`src/rtl/memory_arbiter_pkg.sv`:
```
// Shared types for the RAM arbiter: word/RAM-state types, FSM encodings and a
// completion helper.
package memory_arbiter_pkg;

  typedef logic [31:0] word_t;

  typedef enum logic [1:0] {
    FREE   = 2'd0,
    BUSY   = 2'd1,
    ACCESS = 2'd2,
    ERROR  = 2'd3
  } ramstate_t;

  typedef logic [1:0] arb_state_t;

  localparam arb_state_t IDLE = 2'd0;
  localparam arb_state_t IGNT = 2'd1;
  localparam arb_state_t DGNT = 2'd2;

  // ERROR completes a transaction just like ACCESS; only the data differs.
  function automatic logic ram_done(input ramstate_t s);
    return (s == ACCESS) || (s == ERROR);
  endfunction

endpackage

```
`src/rtl/memory_arbiter_if.sv`:
```
// Bundle of the fetch, data and RAM-side signals around the arbiter, with one
// modport per party.
interface memory_arbiter_if;
  import memory_arbiter_pkg::*;

  logic      iREN;
  word_t     iaddr;
  logic      ihit;
  word_t     iload;
  logic      dREN;
  logic      dWEN;
  word_t     daddr;
  word_t     dstore;
  logic      dhit;
  word_t     dload;
  logic      ramREN;
  logic      ramWEN;
  word_t     ramaddr;
  word_t     ramstore;
  word_t     ramload;
  ramstate_t ramstate;
  logic      ramerr;

  modport arbiter (
    input  iREN, iaddr, dREN, dWEN, daddr, dstore, ramload, ramstate,
    output ihit, iload, dhit, dload, ramREN, ramWEN, ramaddr, ramstore, ramerr
  );

  modport caches (
    output iREN, iaddr, dREN, dWEN, daddr, dstore,
    input  ihit, iload, dhit, dload, ramerr
  );

  modport ram (
    input  ramREN, ramWEN, ramaddr, ramstore,
    output ramload, ramstate
  );

endinterface

```
`src/rtl/memory_arbiter.sv`:
```
// Single-port RAM arbiter: data has priority over instruction fetch, with a
// saturating starvation counter that forces a fetch grant after STARVE_MAX data grants.
module memory_arbiter
  import memory_arbiter_pkg::*;
#(
  parameter int unsigned STARVE_MAX = 4,
  parameter int unsigned CNT_W      = 4
) (
  input  logic              CLK,
  input  logic              RST,
  memory_arbiter_if.arbiter bus
);

  localparam logic [CNT_W-1:0] STARVE_LIM = CNT_W'(STARVE_MAX);

  arb_state_t       state_q, state_d;
  logic [CNT_W-1:0] starve_q, starve_d;
  word_t            addr_q, addr_d;
  word_t            store_q, store_d;
  logic             wr_q, wr_d;
  logic             d_req_s, done_s, err_s, take_d_s;

  assign d_req_s  = bus.dREN | bus.dWEN;
  assign done_s   = ram_done(bus.ramstate);
  assign err_s    = (bus.ramstate == ERROR);
  assign take_d_s = d_req_s & (~bus.iREN | (starve_q < STARVE_LIM));

  // Arbitrate in IDLE; leave a grant state on completion or when the owner drops its request.
  always_comb begin
    state_d  = state_q;
    starve_d = starve_q;
    addr_d   = addr_q;
    store_d  = store_q;
    wr_d     = wr_q;
    case (state_q)
      IDLE: begin
        if (take_d_s) begin
          state_d = DGNT;
          addr_d  = bus.daddr;
          store_d = bus.dstore;
          wr_d    = bus.dWEN;
          if (bus.iREN) begin
            if (starve_q < STARVE_LIM) begin
              starve_d = starve_q + CNT_W'(1);
            end else begin
              starve_d = starve_q;
            end
          end else begin
            starve_d = '0;
          end
        end else if (bus.iREN) begin
          state_d  = IGNT;
          addr_d   = bus.iaddr;
          store_d  = 32'h0000_0000;
          wr_d     = 1'b0;
          starve_d = '0;
        end else begin
          state_d = IDLE;
        end
      end
      IGNT: begin
        if (!bus.iREN || done_s) begin
          state_d = IDLE;
        end else begin
          state_d = IGNT;
        end
      end
      DGNT: begin
        if (!d_req_s || done_s) begin
          state_d = IDLE;
        end else begin
          state_d = DGNT;
        end
      end
      default: state_d = IDLE;
    endcase
  end

  // RAM drive comes from the latched grant; hits are combinational on the completing cycle.
  always_comb begin
    bus.ihit     = 1'b0;
    bus.iload    = 32'h0000_0000;
    bus.dhit     = 1'b0;
    bus.dload    = 32'h0000_0000;
    bus.ramREN   = 1'b0;
    bus.ramWEN   = 1'b0;
    bus.ramaddr  = 32'h0000_0000;
    bus.ramstore = 32'h0000_0000;
    bus.ramerr   = 1'b0;
    case (state_q)
      IGNT: begin
        bus.ramREN  = 1'b1;
        bus.ramaddr = addr_q;
        if (bus.iREN && done_s) begin
          bus.ihit   = 1'b1;
          bus.ramerr = err_s;
          bus.iload  = err_s ? 32'h0000_0000 : bus.ramload;
        end else begin
          bus.ihit = 1'b0;
        end
      end
      DGNT: begin
        bus.ramREN   = ~wr_q;
        bus.ramWEN   = wr_q;
        bus.ramaddr  = addr_q;
        bus.ramstore = wr_q ? store_q : 32'h0000_0000;
        if (d_req_s && done_s) begin
          bus.dhit   = 1'b1;
          bus.ramerr = err_s;
          bus.dload  = err_s ? 32'h0000_0000 : bus.ramload;
        end else begin
          bus.dhit = 1'b0;
        end
      end
      default: bus.ramREN = 1'b0;
    endcase
  end

  // FSM state, starvation count and grant latches.
  always_ff @(posedge CLK or posedge RST) begin
    if (RST) begin
      state_q  <= IDLE;
      starve_q <= '0;
      addr_q   <= 32'h0000_0000;
      store_q  <= 32'h0000_0000;
      wr_q     <= 1'b0;
    end else begin
      state_q  <= state_d;
      starve_q <= starve_d;
      addr_q   <= addr_d;
      store_q  <= store_d;
      wr_q     <= wr_d;
    end
  end

endmodule

```
`src/flat_wrapper.sv`:
```
// flat-port wrapper written by rule: the top's interface ports become plain ports
module memory_arbiter_flat import memory_arbiter_pkg::*;
#(
  parameter int unsigned STARVE_MAX = 4,
  parameter int unsigned CNT_W      = 4
)
  (CLK, RST, bus_iREN, bus_iaddr, bus_dREN, bus_dWEN, bus_daddr, bus_dstore, bus_ramload, bus_ramstate, bus_ihit, bus_iload, bus_dhit, bus_dload, bus_ramREN, bus_ramWEN, bus_ramaddr, bus_ramstore, bus_ramerr);
  memory_arbiter_if bus_i ();
  input  logic CLK;
  input  logic RST;
  input wire logic [$bits(bus_i.iREN)-1:0] bus_iREN;
  input wire logic [$bits(bus_i.iaddr)-1:0] bus_iaddr;
  input wire logic [$bits(bus_i.dREN)-1:0] bus_dREN;
  input wire logic [$bits(bus_i.dWEN)-1:0] bus_dWEN;
  input wire logic [$bits(bus_i.daddr)-1:0] bus_daddr;
  input wire logic [$bits(bus_i.dstore)-1:0] bus_dstore;
  input wire logic [$bits(bus_i.ramload)-1:0] bus_ramload;
  input wire logic [$bits(bus_i.ramstate)-1:0] bus_ramstate;
  output wire logic [$bits(bus_i.ihit)-1:0] bus_ihit;
  output wire logic [$bits(bus_i.iload)-1:0] bus_iload;
  output wire logic [$bits(bus_i.dhit)-1:0] bus_dhit;
  output wire logic [$bits(bus_i.dload)-1:0] bus_dload;
  output wire logic [$bits(bus_i.ramREN)-1:0] bus_ramREN;
  output wire logic [$bits(bus_i.ramWEN)-1:0] bus_ramWEN;
  output wire logic [$bits(bus_i.ramaddr)-1:0] bus_ramaddr;
  output wire logic [$bits(bus_i.ramstore)-1:0] bus_ramstore;
  output wire logic [$bits(bus_i.ramerr)-1:0] bus_ramerr;
  assign bus_i.iREN = bus_iREN;
  assign bus_i.iaddr = bus_iaddr;
  assign bus_i.dREN = bus_dREN;
  assign bus_i.dWEN = bus_dWEN;
  assign bus_i.daddr = bus_daddr;
  assign bus_i.dstore = bus_dstore;
  assign bus_i.ramload = bus_ramload;
  assign bus_i.ramstate = bus_ramstate;
  assign bus_ihit = bus_i.ihit;
  assign bus_iload = bus_i.iload;
  assign bus_dhit = bus_i.dhit;
  assign bus_dload = bus_i.dload;
  assign bus_ramREN = bus_i.ramREN;
  assign bus_ramWEN = bus_i.ramWEN;
  assign bus_ramaddr = bus_i.ramaddr;
  assign bus_ramstore = bus_i.ramstore;
  assign bus_ramerr = bus_i.ramerr;
  memory_arbiter #(.STARVE_MAX(STARVE_MAX), .CNT_W(CNT_W)) u_core (.CLK(CLK), .RST(RST), .bus(bus_i));
endmodule
```
`config.mk`:
```
export PLATFORM = sky130hd
export DESIGN_NAME = memory_arbiter_flat
export DESIGN_NICKNAME = d
export VERILOG_FILES = /design/src/rtl/memory_arbiter_pkg.sv /design/src/rtl/memory_arbiter_if.sv /design/src/rtl/memory_arbiter.sv /design/src/flat_wrapper.sv
export SDC_FILE = /design/constraint.sdc
export NUM_CORES = 1
export LEC_CHECK = 0
export CORE_MARGIN = 3
export CORE_UTILIZATION = 36
export DETAILED_ROUTE_END_ITERATION = 8
export PLACE_DENSITY = 0.88
export REMOVE_ABC_BUFFERS = 1
export SLEW_MARGIN = 20
export SYNTH_ARGS = -nofsm -noshare
export SYNTH_HDL_FRONTEND = slang
export SYNTH_SLANG_ARGS = --single-unit
```
`constraint.sdc`:
```
create_clock -name CLK -period 3.2 [get_ports CLK]
set_input_delay 0.64 -clock CLK [delete_from_list [all_inputs] [get_ports CLK]]
set_output_delay 0.64 -clock CLK [all_outputs]
set_load 0.005 [all_outputs]
```
Word level (Yosys, flattened, before mapping)

Index checks and enable logic that the tools add are counted.

Register bits after elaboration: 71
Bits of input ports: 135
Output and inout bits: 133
Logic and storage cells: 61

Add/subtract/negate cells: 1
Order comparisons: 1
Eq/ne operators: 5
Mux-type cells: 32
Bitwise operators: 5
Reduce and logical (&&, ||, !) cells: 12

Operators by type and width:

| operator              | count |
|---|---|
| $mux W32              | 12 |
| $mux W4               | 4 |
| $mux W1               | 11 |
| $eq A2 B2 Y1 const B  | 3 |
| $pmux W2 S3           | 1 |
| $add A4 B1 Y4 const B | 1 |
| $lt A4 B3 Y1 const B  | 1 |
| $mux W2               | 2 |
| $pmux W1 S2           | 2 |
| $logic_or A1 B1 Y1    | 3 |
| $ne A3 B3 Y1 const B  | 1 |
| $reduce_and A3 Y1     | 1 |
| $eq A2 B1 Y1 const B  | 1 |
| $logic_and A1 B1 Y1   | 2 |
| $logic_not A1 Y1      | 2 |
| $logic_not A2 Y1      | 1 |
| $not A1 Y1            | 2 |
| $or A1 B1 Y1          | 2 |
| $reduce_and A2 Y1     | 1 |
| $reduce_bool A2 Y1    | 1 |
| $reduce_or A2 Y1      | 1 |
| $and A1 B1 Y1         | 1 |

Logic depth before layout (Yosys ltp)

Word-level depth: 5
Depth in mapped cells: 7
Mapped depth without buffers: 5

Worst setup path before layout

Ideal clock, no wire load.

Path kind: input to output
Start point: input bus_dWEN
End point: output bus_dload[22]
Arrival time: 1.585 ns
Required time: 2.560 ns
Path slack: 0.975 ns
Stages on the path: 6
Buffers on the path: 3
Cell sequence: or2_1 > buf_2 > and3_1 > buf_6 > buf_6 > and3_1

Longest elaborated chain between the ends: 4

Ends and longest elaborated chain:

| element             | RTL line              | source |
|---|---|---|
| start, declared     | flat_wrapper.sv:14    | `input wire logic [$bits(bus_i.dWEN)-1:0] bus_dWEN;` |
| $or A1 B1 Y1        | memory_arbiter.sv:23  | `assign d_req_s = bus.dREN \| bus.dWEN;` |
| $logic_and A1 B1 Y1 | memory_arbiter.sv:107 | `if (d_req_s && done_s) begin` |
| $mux W32            | memory_arbiter.sv:107 |  |
| $mux W32            | memory_arbiter.sv:90  | `case (state_q)` |
| end, declared       | flat_wrapper.sv:22    | `output wire logic [$bits(bus_i.dload)-1:0] bus_dload;` |

Every way passes these cells.

Final worst setup path

Start point: input bus_dREN
End point: output bus_dload[21]

Longest elaborated chain between the ends: 4

Ends and longest elaborated chain:

| element             | RTL line              | source |
|---|---|---|
| start, declared     | flat_wrapper.sv:13    | `input wire logic [$bits(bus_i.dREN)-1:0] bus_dREN;` |
| $or A1 B1 Y1        | memory_arbiter.sv:23  |  |
| $logic_and A1 B1 Y1 | memory_arbiter.sv:107 |  |
| $mux W32            | memory_arbiter.sv:107 |  |
| $mux W32            | memory_arbiter.sv:90  |  |

Every way passes these cells.

==> flow_summary_export.csv <==
group,metric,value,unit
cells_and_area,stdcell_count,838,
worst_setup_path,end_kind,"output port",
power_and_ir_drop,p_leak,3.11,nW
timing,min_period,3.08,ns
synthesis,synthCells,448,
clocking,cts-resized-gates,0,
worst_setup_path,r2r_start,"u_core.state_q[1]",
timing,final.setup.tns,0,ns
job,cap_violations,0,
die,die_w,112,um
cells_and_area,final_cell_area,7000,um^2
clocking,clk_latency,0.34,ns
hold_path,holdPathEnd,"u_core.store_q[8]",
die,design.core.area,10900,um^2
timing,clock_skew,0.00904,ns
clocking,path_clk_slew,0.07,ns
timing,fin_ws,0.117,ns
routing,ant_nets,0,
global_route,grt_pass1_wl,23.9,mm
synthesis,synth-edff-count,0,
timing,final-max-slew-violation-count,0,
synthesis,ys_ff_latch,71,
cells_and_area,nets,832,
clocking,clock-sinks,71,
power_and_ir_drop,ir_worst_vdd,370,uV
power_and_ir_drop,power_density,663,nW/um^2
global_route,antenna_found_initial,1,
hold_path,holdCritStartpoint,"u_core.store_q[8]",
clocking,cts_buffers,9,
clocking,clockBufferDepth,2,
worst_setup_path,regToRegSetupSlack,1.29,ns
clocking,holdBufCountCts,0,
cells_and_area,fill_cells,875,
worst_setup_path,r2r_cells,6,
synthesis,async_reset_ff_frac,1.00,
worst_setup_path,crit_required,2.56,ns
placement,post-place-cells,821,
power_and_ir_drop,p_total,4.64,mW
worst_setup_path,critPathLaunchType,"input port",
routing,num_vias,4626,
die,core.rowCount,38,
power_and_ir_drop,clockPowerShare,0.138,
cells_and_area,area_delta_synth_final,73.4,%
cells_and_area,drive_gt1_frac,0.0516,
power_and_ir_drop,intPower,2.99,mW
routing,via_per_inst,5.52,
placement,dp_hpwl,11.2,mm
power_and_ir_drop,p_comb_frac,0.525,
timing,worst_pin_slew,0.970,ns
timing,hold-worst-slack,0.499,ns
cells_and_area,post-route-util,0.643,
timing,rsz0062_at_grt,"no",
worst_setup_path,r2r-end,"u_core.store_q[6]",
cells_and_area,final_cell_mix,"clkdlybuf4s50_1 (267), and3_1 (98), dfrtp_1 (71)",
clocking,ctsRootBufferMaster,"clkbuf_8",
placement,gp_congestion,0.917,
routing,drtPass1Iterations,5,
synthesis,ys_seq_area_frac,0.440,
status,status,"finished clean",
routing,drt_iter0_markers,476,
routing,drc,0,
timing,max-slew-margin-rel,0.353,
routing,routed_wl,15.3,mm
synthesis,synth-main-ff-cell,"dfrtp_1",
timing,fmax,0.324,GHz
placement,io_buffers,267,
placement,place_ws,0.127,ns
hold_path,hold_depth,1,
global_route,grt_max_degree,70,
die,die_y,112,um
timing,finalHoldViolations,0,
die,die_area,12500,um^2
worst_setup_path,critPathMaxFanout,16,
synthesis,synth_cell_types,28,
worst_setup_path,worst-setup-path-type,"in -> out",
placement,dpl_cell_area,6820,um^2
die,boundaryPins,268,
power_and_ir_drop,swShare,0.356,
hold_path,hold_class,"reg -> reg",
cells_and_area,final_common_cell,"clkdlybuf4s50_1",
global_route,grt.overflow.total,0,
timing,finalCritPeriodShare,0.963,
clocking,post_cts_buffers,0,
synthesis,synth_area_per_cell,9.01,um^2
power_and_ir_drop,seq_power_share,0.337,
die,initial_core_util,0.371,
power_and_ir_drop,p_sw,1.65,mW
synthesis,yosys_warnings,0,
global_route,grtUsageTotal,0.237,
routing,wire_per_inst,18.2,um
worst_setup_path,worstPathArrival,2.44,ns
clocking,htreeDepth,3,
global_route,grt_pass1_vias,4638,
synthesis,syn_area,4040,um^2
clocking,cts_tree,"yes",
timing,setup_viol,0,
cell families after synthesis:
group,after synthesis,share of synthesized area
simple gates,178,0.256
flops,71,0.440
compound gates,141,0.224
fa+ha+maj,5,0.0155
buf+inv,53,0.0633
worst max path at each step:
stage / from / end / slack [ns]
2_1_floorplan: bus_iREN / u_core.starve_q[1] / 0.30
3_3_place_gp: bus_dREN / bus_dload[29] / 0.19
3_5_place_dp: bus_dREN / bus_dload[21] / 0.13
4_1_cts: bus_dREN / bus_dload[21] / 0.13
5_1_grt: bus_dREN / bus_dload[19] / 0.04
6_report: bus_dREN / bus_dload[21] / 0.12
power groups by stage:
stage                     combinational (mW)  clock (mW)  sequential [mW]
final                                   2.44       0.638             1.57
after CTS                               2.44       0.658             1.56
after detailed placement                2.43           0             1.57
after global placement                  2.35           0             1.54
after global routing                    2.64       0.700             1.61
after floorplan                         1.15           0             1.48
critical path, cell delays in order:
cell             delay, ns
clkdlybuf4s50_1       0.47
or2_1                 0.19
and3_1                0.24
buf_4                 0.20
and3_1                0.18
clkdlybuf4s50_1       0.51
registers in the layout, indices dropped and copies added, names as in the netlist:
| register | count |
|---|---|
| u_core.addr_q | 32 |
| u_core.store_q | 32 |
| u_core.starve_q | 4 |
| u_core.state_q | 2 |
| u_core.wr_q | 1 |
cell type report:
type                    instances  area [um^2]  area share
diodes                          1         2.50    0.000358
clock buffers                  13          159      0.0227
clock inverters                 3         17.5     0.00250
inverters                       3         11.3     0.00161
multi-input cells             324         2020       0.288
flip-flops and latches         71         1780       0.254
well taps                     140          175      0.0250
repair buffers                283         2840       0.406
layer usage:
layer / share of wire / GRT usage / vias to the layer above
met2: 0.52 / 0.419 / 292
met5: 0 / 0 / -
met4: 0.033 / 0.127 / 0
li1: - / - / 2111
met3: 0.086 / 0.0435 / 40
met1: 0.37 / 0.271 / 2183
cell usage after synthesis (3+ instances only):
master	count	area (um^2)
inv_1	3	11.3
nor2_1	33	124
nand2_1	3	11.3
a21oi_1	34	170
ha_1	5	62.6
a31oi_1	32	200
and3_1	98	613
buf_2	12	60.1
buf_6	5	56.3
a22o_1	33	289
dfrtp_1	71	1780
o21ai_0	34	170
and2_1	34	213
clkbuf_1	32	120
No activity file was read; power rests on OpenSTA's default activity.
